<file path="config.mk">
export PLATFORM = sky130hd
export DESIGN_NAME = grant_batch_sequencer
export DESIGN_NICKNAME = d
export VERILOG_FILES = /design/src/rtl/grant_batch_sequencer_pkg.sv /design/src/rtl/grant_batch_sequencer_cl_grant.sv /design/src/rtl/grant_batch_sequencer.sv
export SDC_FILE = /design/constraint.sdc
export NUM_CORES = 1
export LEC_CHECK = 0
export ABC_AREA = 1
export BUFFER_PORTS_ARGS = -buffer_cell sky130_fd_sc_hd__buf_2
export CELL_PAD_IN_SITES_DETAIL_PLACEMENT = 1
export CELL_PAD_IN_SITES_GLOBAL_PLACEMENT = 1
export CORE_MARGIN = 1
export CORE_UTILIZATION = 38
export DETAILED_ROUTE_END_ITERATION = 10
export PLACE_DENSITY = 0.92
export SLEW_MARGIN = 10
export SYNTH_ARGS = -nofsm -noshare
export SYNTH_HDL_FRONTEND = slang
export SYNTH_SLANG_ARGS = --single-unit
</file>
<file path="constraint.sdc">
create_clock -name i_clk -period 2.8 [get_ports i_clk]
set_input_delay 0.56 -clock i_clk [delete_from_list [all_inputs] [get_ports i_clk]]
set_output_delay 0.56 -clock i_clk [all_outputs]
set_load 0.01 [all_outputs]
</file>
<file path="src/rtl/grant_batch_sequencer_pkg.sv">
// grant_batch_sequencer_pkg: shared state encoding and index helpers
package grant_batch_sequencer_pkg;

  typedef enum logic [1:0] {
    IDLE  = 2'd0,
    ISSUE = 2'd1,
    DONE  = 2'd2
  } state_e;

  localparam int MAX_WIDTH = 64;

  // Bits needed to encode an index into an n-wide vector, never below 1
  function automatic int idx_width(input int n);
    int w;
    w = 1;
    for (int i = 1; i < 31; i++)
      if ((1 << i) < n) w = i + 1;
    return w;
  endfunction

  // Binary position of the set bit in a one-hot vector; 0 for all-zero input
  function automatic int unsigned encode(input logic [MAX_WIDTH-1:0] oh);
    int unsigned r;
    r = 0;
    for (int i = 0; i < MAX_WIDTH; i++)
      if (oh[i]) r = i;
    return r;
  endfunction

endpackage

</file>
<file path="src/rtl/grant_batch_sequencer_cl_grant.sv">
// grant_batch_sequencer_cl_grant: combinational lowest-index priority grant
module grant_batch_sequencer_cl_grant #(
  parameter int DATA_WIDTH = 5
) (
  input  logic [DATA_WIDTH-1:0] i_req,
  output logic [DATA_WIDTH-1:0] o_grant,
  output logic                  o_pmt_finish
);

  // Two's-complement trick isolates the lowest set bit
  always_comb begin
    o_grant      = i_req & (~i_req + DATA_WIDTH'(1));
    o_pmt_finish = |i_req;
  end

endmodule

</file>
<file path="src/rtl/grant_batch_sequencer.sv">
// grant_batch_sequencer: batches request pulses and issues one-hot grants over valid/ready
module grant_batch_sequencer
  import grant_batch_sequencer_pkg::*;
#(
  parameter int DATA_WIDTH = 5,
  parameter int IDX_WIDTH  = idx_width(DATA_WIDTH)
) (
  input  logic                  i_clk,
  input  logic                  i_rst_n,
  input  logic [DATA_WIDTH-1:0] i_req,
  output logic                  o_valid,
  input  logic                  i_ready,
  output logic [DATA_WIDTH-1:0] o_grant,
  output logic [IDX_WIDTH-1:0]  o_idx,
  output logic                  o_batch_done,
  output logic                  o_busy
);

  state_e                state_q, state_d;
  logic [DATA_WIDTH-1:0] pend_q, pend_d;
  logic [DATA_WIDTH-1:0] batch_q, batch_d;
  logic [DATA_WIDTH-1:0] g;
  logic [DATA_WIDTH-1:0] remain;
  logic                  pmt_finish;
  logic                  load;

  grant_batch_sequencer_cl_grant #(.DATA_WIDTH(DATA_WIDTH)) u_cl_grant (
    .i_req        (batch_q),
    .o_grant      (g),
    .o_pmt_finish (pmt_finish)
  );

  // Next-state: batch loads only from IDLE/DONE; new requests only ever land in pend
  always_comb begin
    remain  = batch_q & ~g;
    load    = (state_q == IDLE || state_q == DONE) && pend_q != '0;
    pend_d  = (pend_q & ~(load ? pend_q : '0)) | i_req;
    batch_d = load ? pend_q : (state_q == ISSUE && i_ready) ? remain : batch_q;
    state_d = IDLE;
    if (state_q == ISSUE)
      state_d = (i_ready && remain == '0) ? DONE : ISSUE;
    else if (load)
      state_d = ISSUE;
  end

  // Outputs decode registered state only, so nothing combinational from i_req or i_ready
  always_comb begin
    o_valid      = state_q == ISSUE && pmt_finish;
    o_grant      = o_valid ? g : '0;
    o_idx        = o_valid ? IDX_WIDTH'(encode(MAX_WIDTH'(g))) : '0;
    o_batch_done = state_q == DONE;
    o_busy       = state_q != IDLE;
  end

  // State registers; reset discards any batch and pending requests
  always_ff @(posedge i_clk or negedge i_rst_n) begin
    if (!i_rst_n) begin
      state_q <= IDLE;
      pend_q  <= '0;
      batch_q <= '0;
    end else begin
      state_q <= state_d;
      pend_q  <= pend_d;
      batch_q <= batch_d;
    end
  end

endmodule
</file>
==> summary.md, run 1 <==
| Metric | Value |
|---|---|
| Antenna violations before repair | `0` |
| DRT Wirelength | `~1600 µm` |
| Unrepaired setup endpoints after global routing | `false` |
| Row count | `14` |
| Pre-Repair DR Iteration Count | `5` |
| Reg2reg setup slack | `approximately 1.6 ns` |
| CTS tree | `done` |
| Die width | `~44 µm` |
| Crit path capture type | `output pin` |
| Core area | `about 0.0016 mm²` |
| Clock root cell | `clkbuf_4` |
| R2R Path Start | `batch_q[0]` |
| Final Setup Violations | `0` |
| Avg WL per Cell | `about 13 µm` |
| Antenna-violating nets left | `0` |
| Largest net degree at the start of global routing | `13` |
| Status | `finished clean` |
| Post-Place Setup Slack | `approximately 1.1 ns` |
| Hold WS | `~0.14 ns` |
| DR iter-0 viols | `8` |
| Synth Area per Inst | `a little under 8 µm²` |
| First-pass GRT wire length | `around 2600 µm` |
| DP Wirelength | `approximately 1200 µm` |
| Final non-filler cell total | `approximately 120` |
| Final Worst Setup Slack | `0.775 ns` |
| PnR Total Power | `about 0.98 mW` |
| Reg2reg path depth | `6` |
| Bufs on Longest Clock Path | `2` |
| Final hold vios | `0` |
| Leak pwr | `roughly 0.44 nW` |
| Mapped Area | `~670 µm²` |
| Drt drc | `0` |
| Clock sinks | `12` |
| Worst-path clk slew | `around 0.080 ns` |
| Post-Syn Instances | `84` |
| Placed Cells | `117` |
| DR vias | `614` |
| Area growth syn-to-layout | `20.8%` |
| Initial Util | `0.423` |
| Slew Viols, Final | `0` |
| Required time worst endpoint | `2.24 ns` |
| Max Fclk | `approximately 490 MHz` |
| Vias in the first global route | `between 600 and 700` |
| Sequential element share of the synthesized area | `0.450` |
| GRT Overall Usage | `0.189` |
| GR Overflow Total | `0` |
| CTS HTree Levels | `1` |
| Peak supply drop | `505 µV` |
| Launch point of the critical path | `batch_q[1]` |
| Clock Skew | `roughly 0.00081 ns` |
| Post-synthesis sequential element count | `12` |
| RR Endpoint | `state_q[0]` |
| IO Port Bufs | `18` |
| Setup TNS | `0 ns` |
| Fin crit period | `about 2.0 ns` |
| Max_cap viols | `0` |
| Ports | `19` |
| YS warnings | `0` |
| # resized after CTS | `0` |
| Pin slew with the least headroom to its limit | `between 0.2 and 0.3 ns` |
| Worst-path fanout max | `6` |
| Fillers | `about 200` |
| Post-CTS Setup Bufs | `0` |
| Crit Path Category | `flop to output pin` |
| CP startpoint kind | `flop` |
| Hold Crit Class | `input port to asynchronous set/reset pin` |
| CTS Buf Count | `3` |
| Die area | `a little under 0.002 mm²` |
| GP Congestion | `0.810` |
| CP Data Arrival Time | `roughly 1.5 ns` |
| Layout cells sized above 1 | `0.314` |
| Average vias per placed instance | `5.07` |
| Yosys cell types | `19` |
| Mapped Nets | `92` |
| Die H | `43.9 µm` |
| Final nets | `114` |
| ANT cells | `0` |
| Pwr per Cell Area | `about 1200 mW/mm²` |
| CTS Hold Bufs | `0` |
| Rel. slew slack | `0.812` |
| Fin crit share | `0.723` |
| Insertion delay to the later sink of the worst-skew pair | `about 0.28 ns` |
==> layer usage <==
| layer | GRT usage | vias to the layer above | share of wire |
|---|---|---|---|
| met4 | 0.0909 | 0 | 0.018 |
| li1 | - | 306 | - |
| met3 | 0.0250 | 5 | 0.032 |
| met1 | 0.205 | 291 | 0.44 |
| met2 | 0.355 | 12 | 0.51 |
| met5 | 0 | - | 0 |
==> cells in the mapped netlist <==
master	n	share of area
o21a_1	1	0.011
nand2_2	1	0.0094
nand3_1	4	0.030
inv_1	7	0.039
inv_2	2	0.011
a21o_1	3	0.034
nor2_2	1	0.0094
nor2_8	1	0.030
o21ai_2	1	0.013
o21ai_1	3	0.023
o21bai_1	2	0.023
nand2_4	3	0.051
buf_4	1	0.011
dfrtp_1	12	0.45
inv_4	1	0.0094
nand2_1	23	0.13
nor2_1	14	0.079
a21oi_1	3	0.023
nand3_2	1	0.015
==> state kept, by name (all words and copies together) (netlist names) <==
name / flops
state_q: 2
batch_q: 5
pend_q: 5
==> per-stage QoR <==
| step | utilization | cell area (µm²) |
|---|---|---|
| 2_1_floorplan | - | 667 |
| 5_1_grt | 0.511 | 806 |
| 6_report | 0.511 | 806 |
| 4_1_cts | 0.511 | 806 |
| 3_5_place_dp | 0.488 | 769 |
| 3_3_place_gp | 0.488 | 769 |
==> worst max-delay path by stage <==
stage,end,cells past startpoint
2_1_floorplan,o_idx[2],4
4_1_cts,o_grant[1],5
3_5_place_dp,o_grant[1],5
5_1_grt,o_idx[0],5
3_3_place_gp,o_idx[0],5
6_report,o_grant[1],5
==> kinds of logic after synthesis <==
| logic type | Yosys count | share of synthesized area |
|---|---|---|
| AND/OR/NAND/NOR | 48 | 0.353 |
| AO/OA/AOI/OAI | 13 | 0.126 |
| flip-flops | 12 | 0.450 |
| buffers and inverters | 11 | 0.0713 |
==> area by class of cell <==
class                      instances  area (µm²)  area share
timing repair buffer              18        90.1       0.112
clock buffer                       4        36.3      0.0450
multi-input combinational         61         319       0.396
sequential                        12         300       0.373
inverter                          10        40.0      0.0497
tap                               16        20.0      0.0248
==> critical path: stages (launching register included) <==
cell and delay, ns:
dfrtp_1 0.44, nor2_1 0.19, nand2_2 0.10, o21ai_2 0.24
nor2_1 0.07, buf_2 0.14
==> layout by cell type, fill, tap and decap left out <==
| cell type | Yosys | layout |
|---|---|---|
| nor2_8 | 1 | 1 |
| nand2_1 | 23 | 23 |
| nand3_2 | 1 | 1 |
| o21ai_2 | 1 | 1 |
| clkbuf_8 | 0 | 1 |
| o21ai_1 | 3 | 3 |
| a21oi_1 | 3 | 3 |
| clkbuf_4 | 0 | 3 |
| inv_4 | 1 | 1 |
| nand3_1 | 4 | 4 |
| nand2_4 | 3 | 3 |
| inv_2 | 2 | 2 |
| dfrtp_1 | 12 | 12 |
| nor2_2 | 1 | 1 |
| a21o_1 | 3 | 3 |
| inv_1 | 7 | 7 |
| o21a_1 | 1 | 1 |
| nor2_1 | 14 | 14 |
| nand2_2 | 1 | 1 |
| o21bai_1 | 2 | 2 |
| buf_2 | 0 | 18 |
==> power breakdown <==
group / internal (mW) / total, mW / switching, mW
Sequential: 0.244 / 0.321 / 0.0775
Clock: 0.0792 / 0.144 / 0.0651
Combinational: 0.190 / 0.517 / 0.327
Power figures use the tool's default switching activity.
==> run 2: changes to the inputs <==
CORE_UTILIZATION = 31   (was 38)
PLACE_DENSITY = 0.82   (was 0.92)
clock period = 1.6 ns   (was 2.8 ns; I/O delays follow)
==> run 2 against run 1 <==
Net effect:
- the flow now finishes with violations (negative setup slack)
- combinational power increased by 120%
- setup slack worse by 0.88 ns
- total power grew 91%
- core utilization down 6.8 points
- die area is 22% higher
- routed wire length is 14% higher
- non-clock buffer count is 7 higher
- critical endpoint is now o_idx[1]
- largest cell class unchanged
==> summary.md, run 2 (synthesis results as in run 1) <==
| Metric | Value |
|---|---|
| Largest registers | `batch_q: 5 flops, pend_q: 5 flops, state_q: 2 flops` |
| Area growth syn-to-layout | `33.0%` |
| Commonest non-fill, non-tap cell in the layout | `nand2_1` |
| IO Port Bufs | `18 (unchanged)` |
| Peak supply drop | `640 µV (+27%)` |
| GRT Overall Usage | `0.171 (-0.0173)` |
| Final instance area | `887 µm² (+10%)` |
| GR Overflow Total | `0 (unchanged)` |
| Max Fclk | `a little under 600 MHz` |
| Layout cells sized above 1 | `0.387 (+0.0731)` |
| Reg2reg path depth | `8 (+2)` |
| Final Worst Setup Slack | `-0.103 ns (-0.878 ns)` |
| Wire length on met2 | `938 µm (+17%)` |
| Largest net degree at the start of global routing | `13 (unchanged)` |
| Avg WL per Cell | `13.0 µm (-0.35%)` |
| Placed Cells | `129 (+10%)` |
| CP Data Arrival Time | `1.38 ns (-0.09 ns)` |
| Pwr per Cell Area | `2110 mW/mm² (+73%)` |
| Final hold vios | `0 (unchanged)` |
| Hold path depth | `2` |
| WL met3 | `50 µm (-2.0%)` |
| Crit path capture type | `output pin` |
| Final nets | `121 (+6.1%)` |
| Unrepaired setup endpoints after global routing | `true` |
| DR vias | `651 (+6.0%)` |
| Hold Crit Class | `input port to flop` |
| Clock Skew | `0.00694 ns (+0.00613 ns)` |
| DR iter-0 viols | `11 (+3)` |
| Slew Viols, Final | `0 (unchanged)` |
| Clock root cell | `clkbuf_4` |
| R2R Path Start | `batch_q[1]` |
| CTS HTree Levels | `1 (unchanged)` |
| Antenna-violating nets left | `0 (unchanged)` |
| Crit Path Category | `flop to output pin` |
| RR Endpoint | `state_q[0]` |
| Pin slew with the least headroom to its limit | `0.289 ns (+0.00623 ns)` |
| Bufs on Longest Clock Path | `2 (unchanged)` |
| WL met1 | `764 µm (+10%)` |
| CTS Buf Count | `3 (unchanged)` |
| Pre-Repair DR Iteration Count | `4 (-1)` |
| Final Setup Violations | `8 (+8)` |
| CP startpoint kind | `flop` |
| Failing checks | `negative setup slack` |
| Final non-filler cell total | `138 (+14%)` |
| Row count | `16 (+2)` |
| Final Util | `0.443 (-0.0680)` |
| Die area | `0.00234 mm² (+22%)` |
| Min-Delay Startpoint | `i_req[2]` |
| Initial Util | `0.333 (-0.0899)` |
| Worst-path fanout max | `6 (unchanged)` |
| GP Congestion | `0.800 (-1.3%)` |
| Fillers | `261 (+29%)` |
| Status | `complete, but fails checks` |
| Clock sinks | `12 (unchanged)` |
| ANT cells | `0 (unchanged)` |
| Setup TNS | `-0.588 ns (-0.588 ns)` |
| Average vias per placed instance | `4.72 (-7.0%)` |
| DRT Wirelength | `1790 µm (+14%)` |
| Worst-path clk slew | `0.07 ns (about the same)` |
| Fin crit period | `1.70 ns` |
| Die width | `48.4 µm (+10%)` |
| Fin crit share | `1.06` |
| Most frequent cells in the layout | `22 x nand2_1, 18 x buf_2, 12 x dfrtp_1` |
| Hold WS | `0.231 ns (+0.0875 ns)` |
| Placed Area | `791 µm² (+2.8%)` |
| Core area | `0.00200 mm² (+27%)` |
| Leak pwr | `0.474 nW (+6.7%)` |
| Max layer used | `met4` |
| Ports | `19 (unchanged)` |
| Hold EP | `pend_q[2]` |
| First-pass GRT wire length | `3060 µm (+17%)` |
| Die H | `48.4 µm (+10%)` |
| Max_cap viols | `0 (unchanged)` |
| Post-Place Setup Slack | `0.140 ns (-0.952 ns)` |
| Multi-input logic area | `345 µm² (+8.2%)` |
| CTS tree | `done` |
| Reg2reg setup slack | `0.30 ns (-1.34 ns)` |
| DP Wirelength | `1240 µm (-0.22%)` |
| Drt drc | `0 (unchanged)` |
| Vias in the first global route | `727 (+15%)` |
| Antenna violations before repair | `0 (unchanged)` |
| Reg area | `300 µm² (unchanged)` |
| Rel. slew slack | `0.808 (-0.00416)` |
| Required time worst endpoint | `1.28 ns (-0.96 ns)` |
| Insertion delay to the later sink of the worst-skew pair | `0.27 ns (about the same)` |
| PnR Total Power | `1.88 mW (+91%)` |
==> run 2: critical path, cell delays in order (launching register included) <==
cell,delay (ns)
dfrtp_1,0.41
nor2_2,0.16
nand2_2,0.10
o21ai_4,0.23
a21oi_1,0.07
buf_2,0.14
==> run 2: layout make-up <==
type	count	share of cell area
clock buffer	3	0.0254
tap	27	0.0381
inverter	10	0.0451
multi-input combinational	61	0.389
timing repair buffer	25	0.164
sequential	12	0.339
==> run 2: power by group <==
part	switching, mW	total, mW	leakage (nW)	internal [mW]
Sequential	0.119	0.547	0.135	0.427
Clock	0.0932	0.180	0.0138	0.0870
Combinational	0.696	1.15	0.325	0.452
Total	0.909	1.88	0.474	0.966
==> run 2: routing by layer <==
metal	GRT usage	vias up
li1	-	315
met1	0.191	315
met2	0.298	17
met3	0.0314	4
met4	0.113	0
met5	0	-
==> run 2: how the worst max path moves through the flow <==
stage,slack [ns],end,startpoint,depth (start not counted)
finish,-0.10,o_idx[1],batch_q[1],5
global route,-0.17,o_idx[1],batch_q[1],5
CTS,-0.1,o_grant[1],batch_q[0],5
detailed placement,0.14,o_idx[0],batch_q[1],5
global placement,0.14,o_grant[0],batch_q[1],5
floorplan,0.27,o_idx[2],batch_q[1],4
==> run 2: what timing repair did <==
action,4_1_cts,5_1_grt
hold buffers,1,0
endpoints found under the hold margin,12,0
pin swaps,3,3
buffers inserted,3,2
endpoints found under the setup margin,9,9
gates resized for setup,4,3
==> run 3: changes to the inputs <==
REMOVE_ABC_BUFFERS = 1   (was not set)
TNS_END_PERCENT = 5   (was not set)
==> run 3 against run 2 <==
Net effect:
- highest routed layer unchanged
- clock power up 39%
- critical path type unchanged
- the run still ends with negative setup slack left
- register-to-register slack better by 0.13 ns
- routed wire length down 14%
- largest power group unchanged
- combinational power shrank 13%
- critical endpoint unchanged
- clock skew is 0.0041 ns lower
- sequential power about the same
- total power fell by 4.2%
==> summary.md, run 3 (synthesis results as in run 1) <==
| Metric | Value |
|---|---|
| Largest net degree at the start of global routing | `13 (unchanged)` |
| Worst-path clk slew | `0.08 ns (about the same)` |
| CP endpoint | `o_idx[1]` |
| Max Fclk | `598 MHz (+1.8%)` |
| Final Setup Violations | `6 (-2)` |
| Final nets | `117 (-3.3%)` |
| PnR Total Power | `1.80 mW (-4.2%)` |
| Bufs on Longest Clock Path | `2 (unchanged)` |
| Fin crit share | `1.05 (-0.0186)` |
| Pin slew with the least headroom to its limit | `0.290 ns (+0.00120 ns)` |
| Antenna violations before repair | `0 (unchanged)` |
| Crit Path Category | `flop to output pin` |
| DRT Wirelength | `1540 µm (-14%)` |
| Critical-path cell list | `nor2_2, nand2_2, o21ai_4, a21oi_1, buf_2` |
| Reg2reg path depth | `7 (-1)` |
| Worst-path fanout max | `6 (unchanged)` |
| Clock Skew | `0.00285 ns (-0.00409 ns)` |
| DP Wirelength | `1210 µm (-3.0%)` |
| Required time worst endpoint | `1.28 ns (about the same)` |
| Clock sinks | `12 (unchanged)` |
| R2R Path Start | `batch_q[1]` |
| Die width | `48.4 µm (unchanged)` |
| CTS tree | `done` |
| Highest cell delay on the worst timing path | `0.42 ns (about the same)` |
| Avg WL per Cell | `11.4 µm (-12%)` |
| Reg area | `300 µm² (unchanged)` |
| Die area | `0.00234 mm² (unchanged)` |
| CP startpoint kind | `flop` |
| First-pass GRT wire length | `2880 µm (-5.8%)` |
| Slew Viols, Final | `0 (unchanged)` |
| CTS Buf Count | `3 (unchanged)` |
| Average vias per placed instance | `4.59 (-2.8%)` |
| Max stage delay cell, worst path | `dfrtp_1` |
| Status | `complete, but fails checks` |
| Setup TNS | `-0.405 ns (+0.183 ns)` |
| CTS HTree Levels | `1 (unchanged)` |
| Row count | `16 (unchanged)` |
| Crit path capture type | `output pin` |
| Insertion delay to the later sink of the worst-skew pair | `0.28 ns (about the same)` |
| Most frequent cells in the layout | `22 x nand2_1, 18 x buf_2, 13 x nor2_1` |
| Peak supply drop | `715 µV (+12%)` |
| Unrepaired setup endpoints after global routing | `true` |
| IO Port Bufs | `18 (unchanged)` |
| GR Overflow Total | `0 (unchanged)` |
| GRT Overall Usage | `0.162 (-0.00994)` |
| Drt drc | `0 (unchanged)` |
| Ports | `19 (unchanged)` |
| Fillers | `261 (unchanged)` |
| Failing checks | `negative setup slack` |
| Rel. slew slack | `0.807 (about the same)` |
| CP Data Arrival Time | `1.35 ns (-0.03 ns)` |
| Pre-Repair DR Iteration Count | `3 (-1)` |
| Final Worst Setup Slack | `-0.0734 ns (+0.0298 ns)` |
| Launch point of the critical path | `batch_q[1]` |
| Multi-input logic area | `332 µm² (-4.0%)` |
| Core area | `0.00200 mm² (unchanged)` |
| RR Endpoint | `state_q[0]` |
| Hold Crit Class | `input port to flop` |
| Fin crit period | `1.67 ns (-0.0298 ns)` |
| ANT cells | `0 (unchanged)` |
| Final non-filler cell total | `135 (-2.2%)` |
| Vias in the first global route | `665 (-8.5%)` |
| Die H | `48.4 µm (unchanged)` |
| Commonest non-fill, non-tap cell in the layout | `nand2_1` |
| Final hold vios | `0 (unchanged)` |
| Initial Util | `0.333 (unchanged)` |
| Clock root cell | `clkbuf_4` |
| Placed Cells | `129 (unchanged)` |
| Largest registers | `batch_q: 5 flops, pend_q: 5 flops, state_q: 2 flops` |
| Leak pwr | `0.460 nW (-3.1%)` |
| Antenna-violating nets left | `0 (unchanged)` |
| DR iter-0 viols | `5 (-6)` |
| GP Congestion | `0.824 (+3.1%)` |
| Area growth syn-to-layout | `28.9%` |
| Reg2reg setup slack | `0.43 ns (+0.13 ns)` |
| Final Util | `0.429 (-0.0137)` |
| Pwr per Cell Area | `2090 mW/mm² (-1.1%)` |
| Post-Place Setup Slack | `0.148 ns (+0.00854 ns)` |
| Layout cells sized above 1 | `0.343 (-0.0448)` |
| DR vias | `619 (-4.9%)` |
| Max_cap viols | `0 (unchanged)` |
==> run 3: changes by cell type in the layout (fill, tap and decap cells not counted) <==
cell / previous run / this run
nand2_2: 1 / 2
a21oi_1: 2 / 3
nor2_2: 4 / 2
buf_4: 6 / 2
inv_2: 2 / 1
a21oi_2: 1 / 0
nor2_1: 11 / 13
inv_4: 1 / 2
nand2_4: 4 / 3
clkbuf_8: 0 / 1
==> run 3: cell type report <==
cell class,count,area share
Clock buffer,4,0.0422
Inverter,10,0.0495
Multi-Input combinational cell,61,0.386
Sequential cell,12,0.349
Tap cell,27,0.0393
Timing Repair Buffer,21,0.134
==> run 3: routing by layer <==
metal	part of all wire	track usage	vias up
met2	0.49	0.263	11
met5	0	0	-
met3	0.020	0.0314	4
met1	0.46	0.197	294
met4	0.024	0.0980	0
li1	-	-	310
==> run 3: timing repair <==
| action | 4_1_cts | 5_1_grt |
|---|---|---|
| endpoints found under the hold margin | 12 | 0 |
| gates resized for setup | 3 | 1 |
| endpoints found under the setup margin | 9 | 9 |
| buffers inserted | 1 | 0 |
| hold buffers | 1 | 0 |
==> run 3: how the worst min path moves through the flow <==
| stage | slack (ns) | startpoint | to | cells after the start |
|---|---|---|---|---|
| floorplan | 0.02 | i_rst_n | batch_q[0] | 0 |
| detailed placement | 0.22 | i_rst_n | pend_q[4] | 1 |
| CTS | 0.21 | i_req[2] | pend_q[2] | 2 |
| global placement | 0.21 | i_rst_n | state_q[0] | 1 |
| finish | 0.22 | i_req[2] | pend_q[2] | 2 |
| global route | 0.22 | i_req[1] | pend_q[1] | 2 |
==> run 3: where the power goes <==
part	switching, mW	internal [mW]
clock	0.112	0.138
sequential	0.120	0.427
combinational	0.614	0.384
total	0.847	0.949
==> run 3: through the flow <==
step / area, µm² / hold WS, ns
floorplan: 659 / 0.0244
global placement: 791 / 0.211
detailed placement: 791 / 0.216
CTS: 857 / 0.211
global route: 860 / 0.217
finish: 860 / 0.216
==> run 3: critical path, delay by kind of cell (launching register included) <==
kind | cells | cell delay [ns]
and+or+nand+nor | 2 | 0.26
buffers and inverters | 1 | 0.14
AOI/OAI and AO/OA | 2 | 0.25
DFF | 1 | 0.42
